### config.mk
export PLATFORM = sky130hd
export DESIGN_NAME = tqvp_cordic_initiator
export DESIGN_NICKNAME = d
export VERILOG_FILES = /design/src/rtl/tqvp_cordic_initiator_pkg.sv /design/src/rtl/tqvp_cordic_initiator.sv
export SDC_FILE = /design/constraint.sdc
export NUM_CORES = 1
export LEC_CHECK = 0
export ABC_AREA = 1
export ABC_CLOCK_PERIOD_IN_PS = 1850
export CAP_MARGIN = 20
export CORE_UTILIZATION = 42
export CTS_CLUSTER_DIAMETER = 30
export CTS_CLUSTER_SIZE = 30
export DETAILED_ROUTE_END_ITERATION = 6
export PLACE_DENSITY = 0.76
export SLEW_MARGIN = 0
export SYNTH_ARGS = -nofsm -noshare
export SYNTH_HDL_FRONTEND = slang
export SYNTH_SLANG_ARGS = --single-unit
### constraint.sdc
create_clock -name clk -period 1.85 [get_ports clk]
set_clock_uncertainty 0.05 [all_clocks]
set_input_delay 0.37 -clock clk [delete_from_list [all_inputs] [get_ports clk]]
set_output_delay 0.37 -clock clk [all_outputs]
set_load 0.02 [all_outputs]
### src/rtl/tqvp_cordic_initiator_pkg.sv
// Shared constants for the TinyQV CORDIC bus initiator: register map, encodings
// and the sequencer state type.
package tqvp_cordic_initiator_pkg;

    localparam logic [5:0] ADDR_CTRL   = 6'd0;
    localparam logic [5:0] ADDR_A      = 6'd1;
    localparam logic [5:0] ADDR_B      = 6'd2;
    localparam logic [5:0] ADDR_SHIFT  = 6'd3;
    localparam logic [5:0] ADDR_OUT1   = 6'd4;
    localparam logic [5:0] ADDR_OUT2   = 6'd5;
    localparam logic [5:0] ADDR_STATUS = 6'd6;

    localparam logic [1:0] MODE_CIRCULAR   = 2'd0;
    localparam logic [1:0] MODE_LINEAR     = 2'd1;
    localparam logic [1:0] MODE_HYPERBOLIC = 2'd2;

    localparam logic [1:0] STATUS_READY = 2'd0;
    localparam logic [1:0] STATUS_BUSY  = 2'd1;
    localparam logic [1:0] STATUS_DONE  = 2'd2;

    localparam logic [1:0] WRITE_8    = 2'b00;
    localparam logic [1:0] WRITE_16   = 2'b01;
    localparam logic [1:0] WRITE_32   = 2'b10;
    localparam logic [1:0] WRITE_IDLE = 2'b11;
    localparam logic [1:0] READ_32    = 2'b10;
    localparam logic [1:0] READ_IDLE  = 2'b11;

    typedef enum logic [3:0] {
        ST_IDLE,
        ST_WR_A,
        ST_WR_B,
        ST_WR_SH,
        ST_WR_CTRL,
        ST_WAIT,
        ST_RD1,
        ST_RD2,
        ST_RESP
    } state_t;

endpackage

### src/rtl/tqvp_cordic_initiator.sv
// Host-side sequencer that runs one CORDIC job over the TinyQV peripheral bus:
// operand writes, start, completion wait (irq or status poll), result readback.
//
// state   | meaning
// IDLE    | job_ready high, waiting for a job
// WR_A    | 16-bit write of operand A
// WR_B    | 16-bit write of operand B
// WR_SH   | 8-bit write of the fixed-point shift
// WR_CTRL | 8-bit control write that starts the peripheral
// WAIT    | polling status each cycle, also watching the interrupt
// RD1     | reading out1, held until data_ready
// RD2     | reading out2, held until data_ready
// RESP    | result presented until res_ready
module tqvp_cordic_initiator
    import tqvp_cordic_initiator_pkg::*;
#(
    parameter int FIXED_WIDTH    = 16,
    parameter int SHIFT_W        = 5,
    parameter int TIMEOUT_CYCLES = 255
) (
    input  logic                   clk,
    input  logic                   rst_n,
    input  logic                   job_valid,
    output logic                   job_ready,
    input  logic [FIXED_WIDTH-1:0] job_a,
    input  logic [FIXED_WIDTH-1:0] job_b,
    input  logic [1:0]             job_mode,
    input  logic                   job_rotating,
    input  logic [SHIFT_W-1:0]     job_shift,
    output logic                   res_valid,
    input  logic                   res_ready,
    output logic [FIXED_WIDTH-1:0] res_out1,
    output logic [FIXED_WIDTH-1:0] res_out2,
    output logic                   res_timeout,
    output logic [5:0]             address,
    output logic [31:0]            data_in,
    output logic [1:0]             data_write_n,
    output logic [1:0]             data_read_n,
    input  logic [31:0]            data_out,
    input  logic                   data_ready,
    input  logic                   user_interrupt
);

    localparam int CNT_W = $clog2(TIMEOUT_CYCLES + 1);

    if (FIXED_WIDTH > 16) begin : g_width_check
        $error("FIXED_WIDTH must not exceed the 16-bit peripheral data path");
    end

    state_t                 state;
    logic [FIXED_WIDTH-1:0] b_q;
    logic [SHIFT_W-1:0]     shift_q;
    logic [1:0]             mode_q;
    logic                   rot_q;
    logic [CNT_W-1:0]       cnt;
    logic [CNT_W-1:0]       cnt_inc;
    logic                   done_seen;
    logic                   unused_data_hi;

    assign cnt_inc        = cnt + 1'b1;
    // Interrupt and a DONE status read are equivalent completion evidence.
    assign done_seen      = user_interrupt || (data_ready && (data_out[1:0] == STATUS_DONE));
    assign unused_data_hi = ^data_out[31:FIXED_WIDTH];

    always_ff @(posedge clk or negedge rst_n) begin
        if (!rst_n) begin
            state        <= ST_IDLE;
            job_ready    <= 1'b1;
            res_valid    <= 1'b0;
            res_timeout  <= 1'b0;
            res_out1     <= '0;
            res_out2     <= '0;
            address      <= '0;
            data_in      <= '0;
            data_write_n <= WRITE_IDLE;
            data_read_n  <= READ_IDLE;
            cnt          <= '0;
            b_q          <= '0;
            shift_q      <= '0;
            mode_q       <= '0;
            rot_q        <= 1'b0;
        end else begin
            case (state)
                ST_IDLE: begin
                    if (job_valid) begin
                        b_q          <= job_b;
                        shift_q      <= job_shift;
                        mode_q       <= job_mode;
                        rot_q        <= job_rotating;
                        job_ready    <= 1'b0;
                        address      <= ADDR_A;
                        data_in      <= 32'(job_a);
                        data_write_n <= WRITE_16;
                        state        <= ST_WR_A;
                    end
                end
                ST_WR_A: begin
                    address <= ADDR_B;
                    data_in <= 32'(b_q);
                    state   <= ST_WR_B;
                end
                ST_WR_B: begin
                    address      <= ADDR_SHIFT;
                    data_in      <= 32'(shift_q);
                    data_write_n <= WRITE_8;
                    state        <= ST_WR_SH;
                end
                ST_WR_SH: begin
                    address <= ADDR_CTRL;
                    data_in <= 32'({rot_q, mode_q, 1'b1});
                    state   <= ST_WR_CTRL;
                end
                ST_WR_CTRL: begin
                    address      <= ADDR_STATUS;
                    data_in      <= '0;
                    data_write_n <= WRITE_IDLE;
                    data_read_n  <= READ_32;
                    cnt          <= '0;
                    state        <= ST_WAIT;
                end
                ST_WAIT: begin
                    cnt <= cnt_inc;
                    if (done_seen) begin
                        address <= ADDR_OUT1;
                        state   <= ST_RD1;
                    end else if (cnt_inc == CNT_W'(TIMEOUT_CYCLES)) begin
                        address     <= '0;
                        data_read_n <= READ_IDLE;
                        res_out1    <= '0;
                        res_out2    <= '0;
                        res_timeout <= 1'b1;
                        res_valid   <= 1'b1;
                        state       <= ST_RESP;
                    end
                end
                ST_RD1: begin
                    if (data_ready) begin
                        res_out1 <= data_out[FIXED_WIDTH-1:0];
                        address  <= ADDR_OUT2;
                        state    <= ST_RD2;
                    end
                end
                ST_RD2: begin
                    if (data_ready) begin
                        res_out2    <= data_out[FIXED_WIDTH-1:0];
                        address     <= '0;
                        data_read_n <= READ_IDLE;
                        res_timeout <= 1'b0;
                        res_valid   <= 1'b1;
                        state       <= ST_RESP;
                    end
                end
                ST_RESP: begin
                    if (res_ready) begin
                        res_valid   <= 1'b0;
                        res_timeout <= 1'b0;
                        job_ready   <= 1'b1;
                        state       <= ST_IDLE;
                    end
                end
                default: begin
                    state        <= ST_IDLE;
                    job_ready    <= 1'b1;
                    res_valid    <= 1'b0;
                    res_timeout  <= 1'b0;
                    address      <= '0;
                    data_in      <= '0;
                    data_write_n <= WRITE_IDLE;
                    data_read_n  <= READ_IDLE;
                end
            endcase
        end
    end

endmodule

==> results of run 1 <==
-- cells in the mapped netlist --
library cell  number
dfstp_2            4
nand2_4            1
inv_2              5
o21a_1             2
clkbuf_1           6
conb_1             2
nor2_2             1
clkinv_1           1
buf_2              8
ha_1               2
nand4_1           41
dfrtp_1           89
mux2_1             8
a21oi_4            1
nand3_1           13
buf_6              5
xor2_1             1
nand2_2            4
o2111ai_1          3
nand2_1          147
a22o_1            22
nor2_4             3
mux2_2            13
buf_4             22
a31o_2             1
o31ai_1            1
o21ai_0            7
nor2_8             1
inv_1             40
o211ai_2           1
or2_2              1
nor2_1            53
a21oi_1            5
and3_1             2
o22ai_1            5
nand3_4            2
-- placed cells by master (no fill, tap or decap), types with 6 or more instances in the layout --
cell             instances
a22o_1                  22
buf_12                   7
buf_4                   28
clkbuf_8                 9
clkdlybuf4s50_1        110
conb_1                  20
dfrtp_1                 89
inv_1                   39
mux2_1                   8
mux2_2                  13
nand2_1                128
nand2_2                 21
nand3_1                  9
nand3_4                  6
nand4_1                 41
nor2_1                  51
o21ai_0                  6
-- worst register-to-register path, stage by stage, from the launching register on --
cell and delay, ns:
dfrtp_1 0.44, buf_6 0.15, inv_6 0.07, ha_4 0.11
nand2_1 0.05, nor2_1 0.13, nand2_1 0.07, nor2_1 0.12
nand2_2 0.15, nand2_4 0.19, clkbuf_16 0.18, nand4_1 0.09
nand2_1 0.08
-- metrics by stage --
stage | total power (W) | instance area (sq um) | TNS (ns) | setup WS (ns) | hold slack, ns
2_1_floorplan | 0.005802 | 4727 | 0 | 0.009748 | 0.02441
3_3_place_gp | 0.007367 | 6095 | -0.9167 | -0.04596 | 0.2629
3_5_place_dp | 0.007520 | 6095 | -2.668 | -0.1195 | 0.2605
4_1_cts | 0.009167 | 6430 | -0.1409 | -0.02067 | 0.4122
5_1_grt | 0.01002 | 6685 | -5.427 | -0.1581 | 0.4231
6_report | 0.009415 | 6685 | -1.241 | -0.06543 | 0.4040
-- report_power, final --
group          total, W  leakage (nW)  internal (W)  switching, W
clock           0.00153         0.114      0.000772      0.000756
sequential      0.00318          1.20       0.00273      0.000448
combinational   0.00470          1.96       0.00217       0.00254
total           0.00941          3.28       0.00567       0.00374
-- layout make-up --
class / instances / area (sq um)
Multi-Input combinational cell: 366 / 2146
Clock buffer: 9 / 123.9
Inverter: 46 / 177.7
Sequential cell: 93 / 2332
Fill cell: 870 / 4155
Tap cell: 140 / 175.2
Timing Repair Buffer: 160 / 1634
Clock inverter: 7 / 96.34
-- state kept, by name, indices dropped and copies added (netlist names), 3 cells and up --
signal / count
data_in: 16
state: 4
shift_q: 5
b_q: 16
res_out2: 16
res_out1: 16
cnt: 8
address: 3
-- routing by layer --
metal  routed length (microns)  vias up  share of wire
met3                      1112       26          0.088
li1                          -     2010              -
met2                      6155      238           0.49
met1                      5094     2075           0.40
met4                       232        0          0.018
met5                         0        -              0
-- path summary, 6_finish.rpt --
kind,end,cells past startpoint,slack (ns),startpoint
max,res_out2[13],12,-0.07,cnt[0]
min,cnt[6],2,0.40,rst_n
max reg2reg,res_out2[13],12,-0.07,cnt[0]
min reg2reg,data_read_n[0],2,0.42,data_read_n[0]
max in group asynchronous,data_in[14],3,0.80,rst_n
min in group clk,data_read_n[0],2,0.42,data_read_n[0]
-- cell families after synthesis --
| family | Yosys count |
|---|---|
| AND/OR/NAND/NOR | 269 |
| adder cells (fa/ha/maj) | 2 |
| AO/OA/AOI/OAI | 48 |
| flip-flops | 93 |
| XOR/XNOR | 1 |
| other | 2 |
| multiplexers | 21 |
| buffers and inverters | 87 |
-- repair_timing --
action                                  4_1_cts  5_1_grt
gates cloned                                  3        4
endpoints found under the setup margin       38       43
hold buffers                                  1        0
gates resized for setup                      16       42
pin swaps                                    11       25
buffers inserted                              3        9
hold endpoints to repair                     20        0
==> out/metrics.csv, run 1 <==
metric;value;unit
failing checks;negative setup slack;
routability cong.;0.8716;
Core ar.;0.01084;sq mm
drc violations;0;
Clock Path Buffers;2;
H-tree depth;3;
CTS tree;yes;
post-layout util;0.6167;
highest clock rate;522.1;MHz
grt peak-use layer;met2;
clock sinks;93;
buffers added on ports;118;
total CTS buffers;9;
global-route wire length before repair;20070;microns
Area growth syn-to-layout;43.47;%
Yosys cell types;36;
vias in the first global route;4204;
Initial Util;0.4298;
synthesized flop and latch total;93;
final antenna-violating net count;0;
cell count after placement;786;
Cell Chain, Critical Path;buf_6, inv_6, ha_4, nand2_1, nor2_1, nand2_1, nor2_1, nand2_2, nand2_4, clkbuf_16, nand4_1, nand2_1;
Final Cycle Share;1.035;
Slew Limit Fails;0;
Hold Crit Class;in2async;
Pwr Density;1408;mW/mm^2
IO Pins;155;
slowest CP cell;dfrtp_1;
kind of critical path;reg2reg;
Required @ worst endpoint;2.11;ns
initial antenna violation count;0;
met1 Track Usage GR;0.2798;
Max VDD drop;0.7537;mV
Crit path max-delay family;simple AND/OR/NAND/NOR gates;
Post-Route WL;12600;microns
top-area cell type share of the netlist area;0.4780;
critical path's largest stage delay;0.44;ns
compound-gate portion of the synthesized area;0.07948;
final worst slack;-0.06543;ns
Mean Syn Cell Area;8.909;sq um
post-synth design cell area;0.004659;sq mm
Seq/Total Area, Yosys;0.5005;
CTS root buffer;clkbuf_8;
fraction of layout cells with a size suffix above 1;0.1894;
CP Capture Type;flip-flop;
Wirelength per Cell;15.34;microns
clk_lat worst skew;0.37;ns
Arr. time, crit path;2.17;ns
largest net degree at the start of global routing;41;
Vias/cell;5.297;
Global Route met2 Usage;0.3793;
num rows;38;
Lkg Pwr;3.278;nW
Synth Area in Adders;0.005371;
run status;finished with violations;
CP Max Fanout;6;
simple-gate share of the synthesized area;0.2624;
CP most frequent cell;nand2_1;
detailed-route via count;4349;
CP Buf/Inv Count;3;
Syn Inst Count;523;
# diodes;0;
leading area contributor after synthesis;dfrtp_1;
M3 GR Usage;0.05872;
Synth Area in XOR/XNOR;0.001880;
dpl hpwl;8554;microns
First-pass DRT Iterations;5;
top cells by area, synth;dfrtp_1, nand2_1, nand4_1, nor2_1, a22o_1;
starting DRC count in detailed routing;309;
die area;0.01152;sq mm
RSZ-0062 raised after global routing;true;
Die W;107.3;microns
Die Height;107.3;microns
maxcap violations;0;
post-layout min period;1.915;ns
GRT Total Usage;0.2238;
final net count;756;
setup violators final;37;
Final Hold Viols;0;
multiplexer share of the synthesized area;0.05075;
warnings from Yosys;0;
CTS clk-pin slew, worst paths;0.10;ns
largest family of logic cells by synthesized area;simple AND/OR/NAND/NOR gates;
count of non-filler cells in the finished layout;821;
CP startpoint kind;flip-flop;
GR Overflow Total;0;
(Power assumes the default switching activity.)
==> run 2: changes to the inputs <==
--- a/config.mk
+++ b/config.mk
@@ -8,10 +8,12 @@
 export ABC_AREA = 1
 export ABC_CLOCK_PERIOD_IN_PS = 1850
 export CAP_MARGIN = 20
+export CORE_ASPECT_RATIO = 1.5
 export CORE_UTILIZATION = 42
 export CTS_CLUSTER_DIAMETER = 30
 export CTS_CLUSTER_SIZE = 30
 export DETAILED_ROUTE_END_ITERATION = 6
+export GPL_TIMING_DRIVEN = 0
 export PLACE_DENSITY = 0.76
 export SLEW_MARGIN = 0
 export SYNTH_ARGS = -nofsm -noshare
==> out/metrics.csv, run 2 (synthesis results as in run 1) <==
metric;value;unit;change
run status;finished with violations;;
failing checks;negative setup slack;;
CTS root buffer;clkbuf_16;;
# fillers;865;;-0.57%
RSZ-0062 raised after global routing;true;;
critical path depth;14;;+2
dpl hpwl;9032;microns;+5.6%
met1 Track Usage GR;0.2503;;-0.02954
Cell Chain, Critical Path;buf_6, nand2_4, nor2_4, nand2_2, nand2_2, nand2_1, nor2_1, nand2_1, nand2_2, buf_6, nand3_4, buf_6, nand2_2, nand2_2;;
largest net degree at the start of global routing;51;;+24%
fraction of layout cells with a size suffix above 1;0.2195;;+0.03008
Crit path max-delay family;simple AND/OR/NAND/NOR gates;;
worst relative slew slack;0.5997;;
Final Cycle Share;1.036;;about the same
maxcap violations;0;;unchanged
Required @ worst endpoint;2.03;ns;-0.08 ns
num rows;46;;+21%
Pwr Density;1407;mW/mm^2;-0.12%
Slew Limit Fails;0;;unchanged
count of non-filler cells in the finished layout;841;;+2.4%
GRT Total Usage;0.2239;;about the same
Hold Crit Class;reg2reg;;
most common cell after layout, fill and taps aside;nand2_1;;
most frequent cells in the layout;nand2_1, clkdlybuf4s50_1, dfrtp_1;;
Vias/cell;5.070;;-4.3%
final antenna-violating net count;0;;unchanged
CP Buf/Inv Count;3;;unchanged
crit path capture;res_out2[2];;
Die Height;131;microns;+22%
worst slew pin tran;0.6005;ns;
placed cell areas;0.006113;sq mm;+0.31%
Lkg Pwr;3.303;nW;+0.74%
buffers added on ports;118;;unchanged
Arr. time, crit path;2.10;ns;-0.07 ns
drc violations;0;;unchanged
total CTS buffers;9;;unchanged
M3 GR Usage;0.05653;;-0.002184
CP Capture Type;flip-flop;;
GR Overflow Total;0;;unchanged
Final Cell Area;0.006769;sq mm;+1.3%
Setup WS pre-CTS;-0.3079;ns;-0.1884 ns
R2R depth;14;;+2
final net count;772;;+2.1%
clk_lat worst skew;0.34;ns;-0.03 ns
post-layout util;0.6323;;+0.01562
Final Hold Viols;0;;unchanged
final worst slack;-0.06712;ns;-0.001688 ns
Initial Util;0.4353;;+0.005426
global-route wire length before repair;19850;microns;-1.1%
R2R Path Start;cnt[1];;
die area;0.01153;sq mm;about the same
RR Endpoint;res_out2[2];;
highest clock rate;521.6;MHz;about the same
First-pass DRT Iterations;4;;-1
CTS tree;yes;;
slowest CP cell;dfrtp_1;;
vias in the first global route;4279;;+1.8%
grt peak-use layer;met2;;
routability cong.;0.8544;;-2.0%
initial antenna violation count;0;;unchanged
Core ar.;0.01071;sq mm;-1.2%
detailed-route via count;4264;;-2.0%
post-layout min period;1.917;ns;+0.001688 ns
cell count after placement;804;;+2.3%
Die W;88;microns;-18%
Wirelength per Cell;14.91;microns;-2.8%
IO Pins;155;;unchanged
CP startpoint kind;flip-flop;;
Area growth syn-to-layout;45.27;%;
CTS clk-pin slew, worst paths;0.07;ns;-0.03 ns
CP most frequent cell;nand2_2;;
H-tree depth;3;;unchanged
Clock Path Buffers;2;;unchanged
CP Max Fanout;7;;+1
Worst R2R Setup Slack;-0.07;ns;about the same
Max VDD drop;0.8342;mV;+11%
kind of critical path;reg2reg;;
critical path's largest stage delay;0.41;ns;-0.03 ns
# diodes;0;;unchanged
Global Route met2 Usage;0.4013;;+0.02201
starting DRC count in detailed routing;270;;-13%
setup violators final;28;;-24%
Post-Route WL;12540;microns;-0.44%
Crit. Startpoint;cnt[1];;
clock sinks;93;;unchanged
[run 2: cell types whose count changed in the layout (fill, tap and decap cells not counted), sizes merged]
cell / before / now
buf: 41 / 57
bufinv: 2 / 0
clkbuf: 10 / 17
clkdlybuf4s50: 110 / 113
clkinv: 3 / 4
clkinvlp: 0 / 2
dlymetal6s2s: 3 / 0
inv: 48 / 45
nand2: 153 / 152
nand3: 19 / 15
[run 2: cell type report]
cell class | instances | area, sq um | share of cell area
sequential | 93 | 2337 | 0.3453
multi-input combinational | 361 | 2087 | 0.3083
timing repair buffer | 141 | 1416 | 0.2092
buffer | 40 | 296.5 | 0.04381
clock buffer | 11 | 232.7 | 0.03438
inverter | 46 | 181.4 | 0.02680
tap | 144 | 180.2 | 0.02662
clock inverter | 5 | 37.54 | 0.005545
[run 2: timing repair]
item                       CTS  global route
gates resized for setup     43            34
gates cloned                 1             1
hold endpoints to repair     3             0
pin swaps                   18            11
setup endpoints to repair   81            58
setup buffers               14             5
hold buffers                 1             0
[run 2: report_power, final]
group          total, W  internal [W]  switching, W  leakage [nW]
combinational   0.00463       0.00211       0.00252          1.98
clock           0.00171      0.000915      0.000795         0.126
sequential      0.00318       0.00275      0.000432          1.20
[run 2: worst min path at each step]
stage / from / endpoint / cells past startpoint
after floorplan: rst_n / address[0] / 0
after global placement: data_read_n[0] / data_read_n[0] / 2
after detailed placement: rst_n / b_q[10] / 1
after CTS: res_out1[6] / res_out1[6] / 2
after global routing: res_out1[5] / res_out1[5] / 2
final: res_out1[6] / res_out1[6] / 2
[run 2: routing by layer]
metal / up-vias / wire, microns
li1: 2033 / -
met1: 2025 / 4923
met2: 175 / 6544
met3: 31 / 766
met4: 0 / 305
met5: - / 0
[run 2: stage by stage]
step	TNS [ns]	power (W)	hold WS (ns)
4_1_cts	-0.2306	0.009315	0.4271
3_3_place_gp	-278.35	0.007167	0.4000
2_1_floorplan	0	0.005802	0.02441
5_1_grt	-4.816	0.01011	0.4443
3_5_place_dp	-13.62	0.007319	0.3649
6_report	-1.203	0.009521	0.4234
[run 2: worst register-to-register path: cells and delay by family (launching register included)]
kind | cells | cell delay (ns)
buffers and inverters | 3 | 0.45
DFF | 1 | 0.41
and+or+nand+nor | 11 | 0.91
==> run 3: changes to the inputs <==
--- a/config.mk
+++ b/config.mk
@@ -9,6 +9,7 @@
 export ABC_CLOCK_PERIOD_IN_PS = 1850
 export CAP_MARGIN = 20
 export CORE_ASPECT_RATIO = 1.5
+export CORE_MARGIN = 4
 export CORE_UTILIZATION = 42
 export CTS_CLUSTER_DIAMETER = 30
 export CTS_CLUSTER_SIZE = 30
==> out/metrics.csv, run 3 (synthesis results as in run 1) <==
metric;value;unit;change
run status;finished with violations;;
failing checks;negative setup slack;;
starting DRC count in detailed routing;150;;-44%
kind of critical path;reg2reg;;
Arr. time, crit path;2.21;ns;+0.11 ns
H-tree depth;3;;unchanged
setup violators final;41;;+46%
die area;0.01288;sq mm;+12%
Clock Path Buffers;2;;unchanged
Required @ worst endpoint;2.03;ns;about the same
CP Buf/Inv Count;4;;+1
Multi-input gate area;0.002087;sq mm;unchanged
global-route wire length before repair;20620;microns;+3.9%
First-pass DRT Iterations;4;;unchanged
Sw Share;0.3873;;-0.006501
most frequent cells in the layout;nand2_1, clkdlybuf4s50_1, dfrtp_1;;
critical path's largest stage delay;0.42;ns;about the same
Final Cell Area;0.006860;sq mm;+1.3%
final net count;781;;+1.2%
CP Capture Type;flip-flop;;
CTS root buffer;clkbuf_16;;
Cell Chain, Critical Path;buf_6, buf_12, ha_4, nand2_1, nor2_1, nand2_1, nor2_2, nand2_2, nand2_2, buf_8, nand3_4, buf_6, nand2_4, nand2_2;;
drc violations;0;;unchanged
post-layout util;0.6408;;+0.008532
Core ar.;0.01071;sq mm;unchanged
clock sinks;93;;unchanged
Area growth syn-to-layout;47.23;%;
Initial Util;0.4353;;unchanged
maxcap violations;0;;unchanged
clk_lat worst skew;0.34;ns;about the same
sequential share of power;0.326;;-0.008
CP startpoint kind;flip-flop;;
Slew Limit Fails;0;;unchanged
detailed-route via count;4335;;+1.7%
internal power;0.005963;W;+3.3%
num rows;46;;unchanged
CP Max Fanout;8;;+1
Die Height;137;microns;+4.6%
CTS clk-pin slew, worst paths;0.07;ns;about the same
Design Power;0.009731;W;+2.2%
GR Overflow Total;0;;unchanged
largest net degree at the start of global routing;61;;+20%
most common cell after layout, fill and taps aside;nand2_1;;
CTS tree;yes;;
Hold Crit Class;reg2reg;;
Vias/cell;5.106;;+0.71%
Clk pwr share;0.189;;+0.009
Final Hold Viols;0;;unchanged
Crit path max-delay family;simple AND/OR/NAND/NOR gates;;
RSZ-0062 raised after global routing;true;;
Final Cycle Share;1.098;;+0.06188
Net Sw Power;0.003769;W;+0.52%
IO Pins;155;;unchanged
post-layout min period;2.032;ns;+0.1145 ns
Die W;94;microns;+6.8%
buffers added on ports;118;;unchanged
Wirelength per Cell;15.52;microns;+4.1%
initial antenna violation count;0;;unchanged
slowest CP cell;dfrtp_1;;
# diodes;0;;unchanged
fraction of layout cells with a size suffix above 1;0.2213;;+0.001764
GRT Total Usage;0.2020;;-0.02192
final worst slack;-0.1816;ns;-0.1145 ns
total CTS buffers;9;;unchanged
final antenna-violating net count;0;;unchanged
highest clock rate;492.2;MHz;-5.6%
Lkg Pwr;3.345;nW;+1.3%
Max VDD drop;0.8559;mV;+2.6%
register cell area after layout;0.002335;sq mm;-0.11%
# fillers;887;;+2.5%
dpl hpwl;9380;microns;+3.9%
Comb pwr share;0.486;;about the same
Setup WS pre-CTS;-0.3546;ns;-0.04671 ns
placed cell areas;0.006113;sq mm;unchanged
Pwr Density;1418;mW/mm^2;+0.85%
routability cong.;0.8413;;-1.5%
Post-Route WL;13180;microns;+5.1%
CP most frequent cell;nand2_2;;
vias in the first global route;4261;;-0.42%
run 3: area by class of cell:
| type | count | share of cell area |
|---|---|---|
| clock buffers | 10 | 0.03338 |
| plain buffers | 40 | 0.04505 |
| multi-input cells | 362 | 0.3042 |
| flip-flops and latches | 93 | 0.3403 |
| repair buffers | 149 | 0.2150 |
| well taps | 144 | 0.02626 |
| inverters | 46 | 0.02681 |
| clock inverters | 5 | 0.008937 |
run 3: path summary, 6_finish.rpt:
path,from,to,slack (ns),depth (start not counted)
worst max-delay path,cnt[1],res_out2[10],-0.18,14
worst min-delay path,res_out1[11],res_out1[11],0.42,2
worst max register to register,cnt[1],res_out2[10],-0.18,14
worst min register to register,res_out1[11],res_out1[11],0.42,2
max in group asynchronous,rst_n,data_write_n[0],0.58,3
min in group asynchronous,rst_n,b_q[7],0.47,2
run 3: worst reg2reg max path, cell delays in order (launching register included):
cell	delay [ns]
dfrtp_1	0.42
buf_6	0.15
buf_12	0.10
ha_4	0.11
nand2_1	0.04
nor2_1	0.14
nand2_1	0.10
nor2_2	0.13
nand2_2	0.08
nand2_2	0.09
buf_8	0.14
nand3_4	0.11
buf_6	0.18
nand2_4	0.05
nand2_2	0.05
run 3: what timing repair did:
| action | in CTS | in global routing |
|---|---|---|
| pin swaps | 13 | 16 |
| resized for setup | 40 | 40 |
| endpoints found under the hold margin | 33 | 0 |
| setup buffers | 16 | 11 |
| gates cloned | 2 | 1 |
| hold buffers | 1 | 0 |
| endpoints found under the setup margin | 81 | 63 |
run 3: power groups by stage:
stage,Combinational [W],Sequential [W],Clock [W]
floorplan,0.00231,0.00349,0
global route,0.00515,0.00325,0.00194
detailed placement,0.00415,0.00318,0
finish,0.00473,0.00317,0.00184
global placement,0.00402,0.00316,0
CTS,0.00443,0.00315,0.00187
run 3: stage by stage:
stage	TNS (ns)	std cells	hold WS (ns)
floorplan	0	541	0.02441
global placement	-281.92	803	0.4076
detailed placement	-14.35	804	0.2970
CTS	-0.2866	838	0.4237
global route	-8.852	849	0.4420
finish	-5.020	849	0.4203
run 3: layer usage:
| layer | track usage | share of wire | wire (microns) |
|---|---|---|---|
| met1 | 0.2408 | 0.38 | 5011 |
| met2 | 0.3540 | 0.53 | 6959 |
| met3 | 0.05336 | 0.074 | 973 |
| met4 | 0.06104 | 0.018 | 231 |
| met5 | 0 | 0 | 0 |
